### src/rtl/grid_player_ctrl.sv
// Grid-cell player controller: cell-coordinate position, probe handshake
// for wall lookup, hold-to-repeat movement, portal table, goal/death handling.
module grid_player_ctrl #(
    parameter int CELL_W      = 32,
    parameter int CELL_H      = 30,
    parameter int COLS        = 20,
    parameter int ROWS        = 16,
    parameter int START_COL   = 0,
    parameter int START_ROW   = 0,
    parameter int GOAL_COL    = 17,
    parameter int GOAL_ROW    = 12,
    parameter int NUM_PORTALS = 4,
    parameter int REPEAT_DLY  = 8,
    parameter int REPEAT_PER  = 4,
    localparam int CW         = $clog2(COLS),
    localparam int RW         = $clog2(ROWS)
) (
    input  logic                      clk,
    input  logic                      reset,
    input  logic                      left,
    input  logic                      up,
    input  logic                      down,
    input  logic                      right,
    input  logic                      press_A,
    input  logic                      gameover,
    input  logic [NUM_PORTALS-1:0]    portal_en,
    input  logic [NUM_PORTALS*CW-1:0] portal_src_col,
    input  logic [NUM_PORTALS*RW-1:0] portal_src_row,
    input  logic [NUM_PORTALS*CW-1:0] portal_dst_col,
    input  logic [NUM_PORTALS*RW-1:0] portal_dst_row,
    output logic                      probe_valid,
    output logic [CW-1:0]             probe_col,
    output logic [RW-1:0]             probe_row,
    input  logic                      probe_ack,
    input  logic                      probe_wall,
    output logic [CW-1:0]             col,
    output logic [RW-1:0]             row,
    output logic [9:0]                xFlr,
    output logic [9:0]                xCeil,
    output logic [9:0]                yFlr,
    output logic [9:0]                yCeil,
    output logic                      win
);

    typedef enum logic [1:0] {IDLE, PROBE, DEAD} state_t;

    localparam int CNT_MAX = (REPEAT_DLY > REPEAT_PER) ? REPEAT_DLY : REPEAT_PER;
    localparam int CNT_W   = $clog2(CNT_MAX + 1);

    state_t           state_q, state_d;
    logic [CW-1:0]    col_q, col_d, probe_col_q, probe_col_d;
    logic [RW-1:0]    row_q, row_d, probe_row_q, probe_row_d;
    logic             probe_valid_q, probe_valid_d;
    logic [9:0]       x_flr_q, x_flr_d, x_ceil_q, x_ceil_d;
    logic [9:0]       y_flr_q, y_flr_d, y_ceil_q, y_ceil_d;
    logic             win_q, win_d;
    logic [CNT_W-1:0] cnt_q, cnt_d;
    logic [3:0]       last_dir_q, last_dir_d;
    logic             a_prev_q, a_prev_d;

    logic [3:0]       dir;
    logic             dir_valid, same_dir, move_req, off_grid, a_rise, portal_hit;
    logic [CW-1:0]    tgt_col, portal_col;
    logic [RW-1:0]    tgt_row, portal_row;

    assign dir       = {left, up, down, right};
    assign dir_valid = $onehot(dir);
    assign same_dir  = (dir == last_dir_q);
    assign move_req  = dir_valid && (!same_dir || (cnt_q == '0));
    assign a_rise    = press_A && !a_prev_q;

    // Target cell of the requested step and whether it leaves the grid
    always_comb begin
        tgt_col  = col_q;
        tgt_row  = row_q;
        off_grid = 1'b0;
        if (left) begin
            tgt_col  = col_q - CW'(1);
            off_grid = (col_q == '0);
        end else if (right) begin
            tgt_col  = col_q + CW'(1);
            off_grid = (col_q == CW'(COLS - 1));
        end else if (up) begin
            tgt_row  = row_q - RW'(1);
            off_grid = (row_q == '0);
        end else if (down) begin
            tgt_row  = row_q + RW'(1);
            off_grid = (row_q == RW'(ROWS - 1));
        end
    end

    // Portal lookup: lowest enabled entry whose source is the current cell
    always_comb begin
        portal_hit = 1'b0;
        portal_col = col_q;
        portal_row = row_q;
        for (int unsigned i = 0; i < NUM_PORTALS; i++) begin
            if (!portal_hit && portal_en[i] &&
                portal_src_col[i*CW +: CW] == col_q &&
                portal_src_row[i*RW +: RW] == row_q) begin
                portal_hit = 1'b1;
                portal_col = portal_dst_col[i*CW +: CW];
                portal_row = portal_dst_row[i*RW +: RW];
            end
        end
    end

    // Next-state, repeat counter, position and registered pixel bounds
    always_comb begin
        state_d       = state_q;
        col_d         = col_q;
        row_d         = row_q;
        probe_valid_d = probe_valid_q;
        probe_col_d   = probe_col_q;
        probe_row_d   = probe_row_q;
        win_d         = 1'b0;
        a_prev_d      = press_A;
        last_dir_d    = last_dir_q;
        cnt_d         = cnt_q;

        // Repeat counter runs independently of the FSM; accepted requests
        // below override it with a reload.
        if (!dir_valid) begin
            last_dir_d = '0;
            cnt_d      = '0;
        end else if (same_dir && cnt_q != '0) begin
            cnt_d = cnt_q - CNT_W'(1);
        end

        case (state_q)
            IDLE: begin
                if (col_q == CW'(GOAL_COL) && row_q == RW'(GOAL_ROW)) begin
                    win_d = 1'b1;
                    col_d = CW'(START_COL);
                    row_d = RW'(START_ROW);
                end else if (move_req) begin
                    last_dir_d = dir;
                    cnt_d      = same_dir ? CNT_W'(REPEAT_PER) : CNT_W'(REPEAT_DLY);
                    if (!off_grid) begin
                        probe_col_d   = tgt_col;
                        probe_row_d   = tgt_row;
                        probe_valid_d = 1'b1;
                        state_d       = PROBE;
                    end
                end else if (a_rise && !dir_valid && portal_hit) begin
                    col_d = portal_col;
                    row_d = portal_row;
                end
            end
            PROBE: begin
                if (probe_ack) begin
                    probe_valid_d = 1'b0;
                    state_d       = IDLE;
                    if (!probe_wall) begin
                        col_d = probe_col_q;
                        row_d = probe_row_q;
                    end
                end
            end
            default: begin
                last_dir_d = last_dir_q;
                cnt_d      = cnt_q;
            end
        endcase

        if (gameover) begin
            state_d       = DEAD;
            probe_valid_d = 1'b0;
            col_d         = col_q;
            row_d         = row_q;
            win_d         = 1'b0;
            last_dir_d    = last_dir_q;
            cnt_d         = cnt_q;
        end

        if (state_d == DEAD) begin
            x_flr_d  = 10'(COLS * CELL_W);
            x_ceil_d = 10'(COLS * CELL_W);
            y_flr_d  = '0;
            y_ceil_d = '0;
        end else begin
            x_flr_d  = 10'(col_d) * 10'(CELL_W);
            y_flr_d  = 10'(row_d) * 10'(CELL_H);
            x_ceil_d = x_flr_d + 10'(CELL_W);
            y_ceil_d = y_flr_d + 10'(CELL_H);
        end
    end

    // State and output registers with synchronous reset
    always_ff @(posedge clk) begin
        if (reset) begin
            state_q       <= IDLE;
            col_q         <= CW'(START_COL);
            row_q         <= RW'(START_ROW);
            probe_valid_q <= 1'b0;
            probe_col_q   <= '0;
            probe_row_q   <= '0;
            x_flr_q       <= 10'(START_COL * CELL_W);
            x_ceil_q      <= 10'(START_COL * CELL_W + CELL_W);
            y_flr_q       <= 10'(START_ROW * CELL_H);
            y_ceil_q      <= 10'(START_ROW * CELL_H + CELL_H);
            win_q         <= 1'b0;
            cnt_q         <= '0;
            last_dir_q    <= '0;
            a_prev_q      <= 1'b0;
        end else begin
            state_q       <= state_d;
            col_q         <= col_d;
            row_q         <= row_d;
            probe_valid_q <= probe_valid_d;
            probe_col_q   <= probe_col_d;
            probe_row_q   <= probe_row_d;
            x_flr_q       <= x_flr_d;
            x_ceil_q      <= x_ceil_d;
            y_flr_q       <= y_flr_d;
            y_ceil_q      <= y_ceil_d;
            win_q         <= win_d;
            cnt_q         <= cnt_d;
            last_dir_q    <= last_dir_d;
            a_prev_q      <= a_prev_d;
        end
    end

    assign probe_valid = probe_valid_q;
    assign probe_col   = probe_col_q;
    assign probe_row   = probe_row_q;
    assign col         = col_q;
    assign row         = row_q;
    assign xFlr        = x_flr_q;
    assign xCeil       = x_ceil_q;
    assign yFlr        = y_flr_q;
    assign yCeil       = y_ceil_q;
    assign win         = win_q;

endmodule

### config.mk
export PLATFORM = sky130hd
export DESIGN_NAME = grid_player_ctrl
export DESIGN_NICKNAME = d
export VERILOG_FILES = /design/src/rtl/grid_player_ctrl.sv
export SDC_FILE = /design/constraint.sdc
export NUM_CORES = 1
export LEC_CHECK = 0
export CORE_MARGIN = 1
export CORE_UTILIZATION = 47
export CTS_CLUSTER_DIAMETER = 200
export CTS_CLUSTER_SIZE = 20
export DETAILED_ROUTE_END_ITERATION = 8
export GPL_TIMING_DRIVEN = 0
export PLACE_DENSITY = 0.82
export SETUP_SLACK_MARGIN = 0.3
export SLEW_MARGIN = 20
export SYNTH_ARGS = -nofsm -noshare
export SYNTH_HDL_FRONTEND = slang
export SYNTH_SLANG_ARGS = --single-unit
### constraint.sdc
create_clock -name clk -period 9.1 [get_ports clk]
set_clock_uncertainty 0.1 [all_clocks]
set_input_delay 1.82 -clock clk [delete_from_list [all_inputs] [get_ports clk]]
set_output_delay 1.82 -clock clk [all_outputs]
set_load 0.1 [all_outputs]
Yosys cells after proc, flatten, opt, wreduce, memory -nomap -nowiden
Cells that the tools add are included.
{"block": "totals", "ramBits": 0, "register_bits": 71, "mem_count": 0, "latch_bits": 0, "rom_bits": 0, "input_bits": 86}
{"block": "op_classes", "add_sub_neg": 10, "n_lt_le_gt_ge": 0, "n_div": 0, "reduce_logical": 36, "bitwise": 4, "mux": 61, "n_shift": 0, "n_eq_ne": 20, "mul": 1}
{"cell": "two-way mux 4 bit", "n": 22}
{"cell": "two-way mux 5 bit", "n": 13}
{"cell": "one-hot mux 4 bit (2 select lines)", "n": 3}
{"cell": "== test 4 bit", "n": 5}
{"cell": "== test 5 bit", "n": 4}
{"cell": "two-way mux 10 bit", "n": 2}
{"cell": "logical AND 1 bit", "n": 17}
{"cell": "two-way mux 1 bit", "n": 13}
{"cell": "adder 10 x 6 -> 10 bit (second input constant)", "n": 1}
{"cell": "adder 9 x 5 -> 10 bit (second input constant)", "n": 1}
{"cell": "== test 5 bit (second input constant)", "n": 2}
{"cell": "two-way mux 2 bit", "n": 5}
{"cell": "one-hot mux 5 bit (2 select lines)", "n": 1}
{"cell": "== test 4 bit (second input constant)", "n": 2}
{"cell": "zero test 4 bit", "n": 2}
{"cell": "multiplier 4 x 4 -> 8 bit (second input constant)", "n": 1}
{"cell": "!= test 2 bit (second input constant)", "n": 4}
{"cell": "subtractor 4 x 1 -> 4 bit (second input constant)", "n": 2}
{"cell": "zero test 1 bit", "n": 6}
{"cell": "adder 5 x 1 -> 5 bit (second input constant)", "n": 1}
{"cell": "zero test 5 bit", "n": 1}
{"cell": "AND reduction 5 bit", "n": 1}
{"cell": "subtractor 5 x 1 -> 5 bit (second input constant)", "n": 1}
{"cell": "adder 1 x 1 -> 2 bit", "n": 2}
{"cell": "other kinds (16)", "n": 20}

Depth between registers and ports, before layout
{"block": "depth", "word_depth": 28, "mapped_depth": 28, "ltp_nobuf": 25}

Least setup slack after synthesis
Ideal clock, no wire load.
{"block": "synth_path", "path_kind": "input-to-reg", "from": "input left", "to": "register y_ceil_q[8] (netlist: yCeil[8])", "arrival_time_ps": 7190, "setup_ps": 132, "t_required_ps": 8868, "path_slack_ps": 1678, "stages": 26, "path_cell_list": "clkbuf_1 > inv_1 > fa_1 > inv_1 > ha_1 > ha_1 > nor3b_1 > or3b_2 > clkbuf_1 > a41oi_2 > o21ai_0 > and2_1 > or2_1 > clkbuf_1 > fa_1 > fa_1 > inv_1 > ha_1 > a21o_1 > a21oi_1 > o21bai_1 > a21oi_1 > xor2_1 > nor2_1 > o21ai_0 > o31ai_1"}
{"block": "synth_between", "elab_chain_len": 13, "word_cells_on_any_way": 25, "cone_classes": "add/sub: 3; mul: 1; eq/ne: 3; mux: 11; reduce/logical: 7"}
{"item": "start, declared", "line": "20", "rtl": "input logic left,"}
{"item": "adder 1 x 1 -> 2 bit (not written as such)", "line": "67", "rtl": "assign dir_valid = $onehot(dir);"}
{"item": "adder 2 x 2 -> 3 bit (not written as such)", "line": "67"}
{"item": "== test 3 x 1 -> 1 bit", "line": "67"}
{"item": "zero test 1 bit", "line": "145", "rtl": "end else if (a_rise && !dir_valid && portal_hit) begin"}
{"item": "logical AND 1 bit (2 in series)", "line": "145"}
{"item": "two-way mux 4 bit", "line": "145"}
{"item": "two-way mux 4 bit", "line": "136", "rtl": "end else if (move_req) begin"}
{"item": "two-way mux 4 bit", "line": "132", "rtl": "if (col_q == CW'(GOAL_COL) && row_q == RW'(GOAL_ROW)) begin"}
{"item": "one-hot mux 4 bit (2 select lines)", "line": "130", "rtl": "case (state_q)"}
{"item": "two-way mux 4 bit", "line": "166", "rtl": "if (gameover) begin"}
{"item": "multiplier 4 x 4 -> 8 bit", "line": "183", "rtl": "y_flr_d = 10'(row_d) * 10'(CELL_H);"}
{"item": "adder 9 x 5 -> 10 bit", "line": "185", "rtl": "y_ceil_d = y_flr_d + 10'(CELL_H);"}
{"item": "end signal, assigned", "line": "201", "rtl": "y_ceil_q <= 10'(START_ROW * CELL_H + CELL_H);"}
{"item": "end signal, assigned", "line": "216", "rtl": "y_ceil_q <= y_ceil_d;"}
{"item": "end, declared", "line": "55", "rtl": "logic [9:0] y_flr_q, y_flr_d, y_ceil_q, y_ceil_d;"}
Several ways; a longest one is shown, not always the timed one.
A chain may end at the register's enable or synchronous reset.

Worst setup path after layout
Same ends and word-level chain as after synthesis.

==> impl_metrics.py <==
metrics = {
    "clocking": {
        "cts_buffers": 9,
        "clk_latency_ps": 350,
        "h-tree-depth": 3,
        "tritoncts": "built",
        "path_clk_slew_ps": 70,
        "root_buffer": "clkbuf_8",
        "numClockSinks": 58,
        "postCtsHoldBufs": 0,
        "post_cts_buffers": 0,
        "clk_path_buf_depth": 2,
        "cts_resized": 0,
    },
    "final_layout": {
        "layoutNonFillerInstCount": 782,
        "drive_gt1_share_pct": 9.20,
        "nets": 783,
        "layout_common_cells": "clkdlybuf4s50_1, nor2_1, dfxtp_1, xnor2_1, inv_1",
        "syn2layout_area_growth_pct": 39.3,
        "layout_commonest_cell": "clkdlybuf4s50_1",
        "diodes": 0,
        "stdcell_area_um2": 6010,
    },
    "job": {
        "drv_cap": 0,
    },
    "drt": {
        "wl_per_cell_um": 17.6,
        "num_vias": 4444,
        "dr.first_iter.drc_count": 323,
        "finalWirelength_um": 13800,
        "via_per_inst": 5.68,
        "postRouteAntennaNets": 0,
        "drc": 36,
        "first_pass_iters": 7,
    },
    "logic_synthesis": {
        "yosys-top-cells-area": "dfxtp_1, xnor2_1, ha_1",
        "yosys.area.top_type": "dfxtp_1",
        "synth_edf_count": 0,
        "synthCells": 518,
        "ys_async_sr_fraction_pct": 0,
        "synth_flop_cell": "dfxtp_1",
        "synth_top_area_share_pct": 26.9,
        "seq_area_frac_synth_pct": 26.9,
        "yosys_register_bits": 58,
        "synth_area_per_cell_um2": 8.33,
        "ys_types": 69,
        "ys_warn_count": 0,
        "syn_area_um2": 4310,
    },
    "hold_path": {
        "hold_path.class": "flip-flop to flip-flop",
        "hp-start": "probe_col[1]$_SDFFE_PP0P_",
    },
    "critical_path": {
        "crit_path_end_kind": "flip-flop",
        "worstPathRequired_ps": 9260,
        "crit_path_start": "left",
        "cp-start-kind": "input pin",
        "crit_fanout": 9,
        "worstSetupPathType": "input pin to flip-flop",
        "r2r_start": "col[0]$_SDFF_PP0_",
        "worstPathArrival_ps": 8460,
    },
    "grt": {
        "grt_pass1_wl_um": 22300,
        "first_global_vias": 4497,
        "grt-ovfl-total": 0,
        "grt_usage_pct": 29.5,
        "antenna_found_initial": 0,
        "grt_max_degree": 11,
    },
    "power_and_ir_drop": {
        "total_leakage_power_nw": 2.49,
        "power.density_nw_per_um2": 130,
        "power_uw": 782,
        "vdd_drop_max_mv": 0.0879,
    },
    "status": {
        "violations": "design-rule violations",
        "status": "finished with violations",
    },
    "placed_design": {
        "io_buffer_count": 128,
        "place_congestion": 0.924,
        "dp_cells": 766,
        "dpl_cell_area_um2": 5780,
        "hpwl_um": 10800,
    },
    "sta": {
        "finalHoldViolations": 0,
        "tns_ps": 0,
        "rsz0062_at_grt": "false",
        "fin_crit_sh_pct": 91.3,
        "max_freq_mhz": 120,
        "relSlewSlack_pct": 33.3,
        "worst_pin_slew_ps": 997,
        "whs_ps": 406,
        "fin_crit_ps": 8310,
        "maxSlewViolCount": 0,
        "finalSetupViolCount": 0,
    },
    "floorplan": {
        "coreArea_um2": 8810,
        "die_h_um": 97.8,
        "start_util_pct": 49.0,
        "die_area_um2": 9570,
        "io_pins": 146,
        "chipWidth_um": 97.8,
        "rows": 34,
    },
}
==> logic make-up after synthesis <==
group,share of synthesized area (%)
flip-flops,26.9
XOR/XNOR,12.4
AND/OR/NAND/NOR,20.3
AO/OA/AOI/OAI,17.9
adder cells (fa/ha/maj),9.16
buffers and inverters,9.83
multiplexers,3.48
other,0.0869
==> cell usage after synthesis (all sizes together) (2+ instances only) <==
library cell / n
a31oi: 4
inv: 34
a2111oi: 2
nor4: 15
nand2: 26
a41oi: 3
o22ai: 3
nand2b: 3
a22oi: 7
or3: 8
nor3: 18
o21a: 7
nand3: 5
mux2i: 15
or2: 8
o221ai: 2
clkbuf: 12
o311ai: 2
a21o: 3
ha: 22
buf: 29
nor3b: 3
fa: 6
o211ai: 3
o21ai: 21
a311oi: 2
nor2b: 3
a311o: 3
xor2: 17
dfxtp: 58
and2: 7
o41ai: 3
nand4: 12
o2111a: 2
and3: 3
nor2: 59
a21boi: 2
a211o: 2
o31ai: 5
xnor2: 41
a21oi: 26
==> where the power goes <==
| group | total, mW | switching (mW) | internal (mW) |
|---|---|---|---|
| registers | 0.269 | 0.00586 | 0.263 |
| clock network | 0.290 | 0.108 | 0.182 |
| logic | 0.224 | 0.142 | 0.0816 |
==> layer usage <==
layer	wire length (µm)	share of wire [%]	global-route usage, %
met1	5470	40	35.9
met2	6800	49	52.3
met3	1190	8.6	4.65
met4	319	2.3	11.3
met5	0	0	0
==> final timing paths <==
kind	to	slack (ps)	cells past startpoint
worst max-delay path	yCeil[8]$_SDFF_PP0_	790	22
worst min-delay path	probe_col[1]$_SDFFE_PP0P_	410	2
worst max register to register	yCeil[8]$_SDFF_PP0_	3420	18
worst min register to register	probe_col[1]$_SDFFE_PP0P_	410	2
==> flip-flops by register name, indices dropped and copies added, names as in the netlist <==
| register | flops |
|---|---|
| row | 4 |
| state_q | 2 |
| xFlr | 5 |
| last_dir_q | 4 |
| xCeil | 5 |
| a_prev_q | 1 |
| probe_row | 4 |
| cnt_q | 4 |
| win | 1 |
| probe_col | 5 |
| yFlr | 8 |
| probe_valid | 1 |
| yCeil | 9 |
| col | 5 |
==> critical path: stages <==
cell and delay [ps]:
clkbuf_1 330, inv_1 190, fa_1 570, inv_1 40, ha_1 170, ha_1 270, nor3b_1 800, or3b_2 240
clkbuf_1 320, a41oi_2 130, o21ai_0 200, and2_1 230, or2_1 130, clkbuf_1 300, fa_1 520, fa_1 510
inv_1 70, fa_1 520, or3_1 410, o311ai_0 440, o21ai_0 150, o31ai_1 90
==> stage by stage <==
| step | utilization [%] | worst slack [ps] |
|---|---|---|
| after detailed placement | 65.6 | 570 |
| after CTS | 68.2 | 879 |
| after global routing | 68.2 | 451 |
| after global placement | 65.6 | 727 |
| after floorplan | - | 1680 |
| final | 68.2 | 792 |
==> area by class of cell <==
type                            count  area, µm²
Buffer                             41        297
Clock buffer                       11        131
Clock inverter                      5        103
Fill cell                         729       2800
Inverter                           34        128
Multi-Input combinational cell    397       2770
Sequential cell                    58       1160
Tap cell                          108        135
Timing Repair Buffer              128       1280
(Power assumes the default switching activity.)
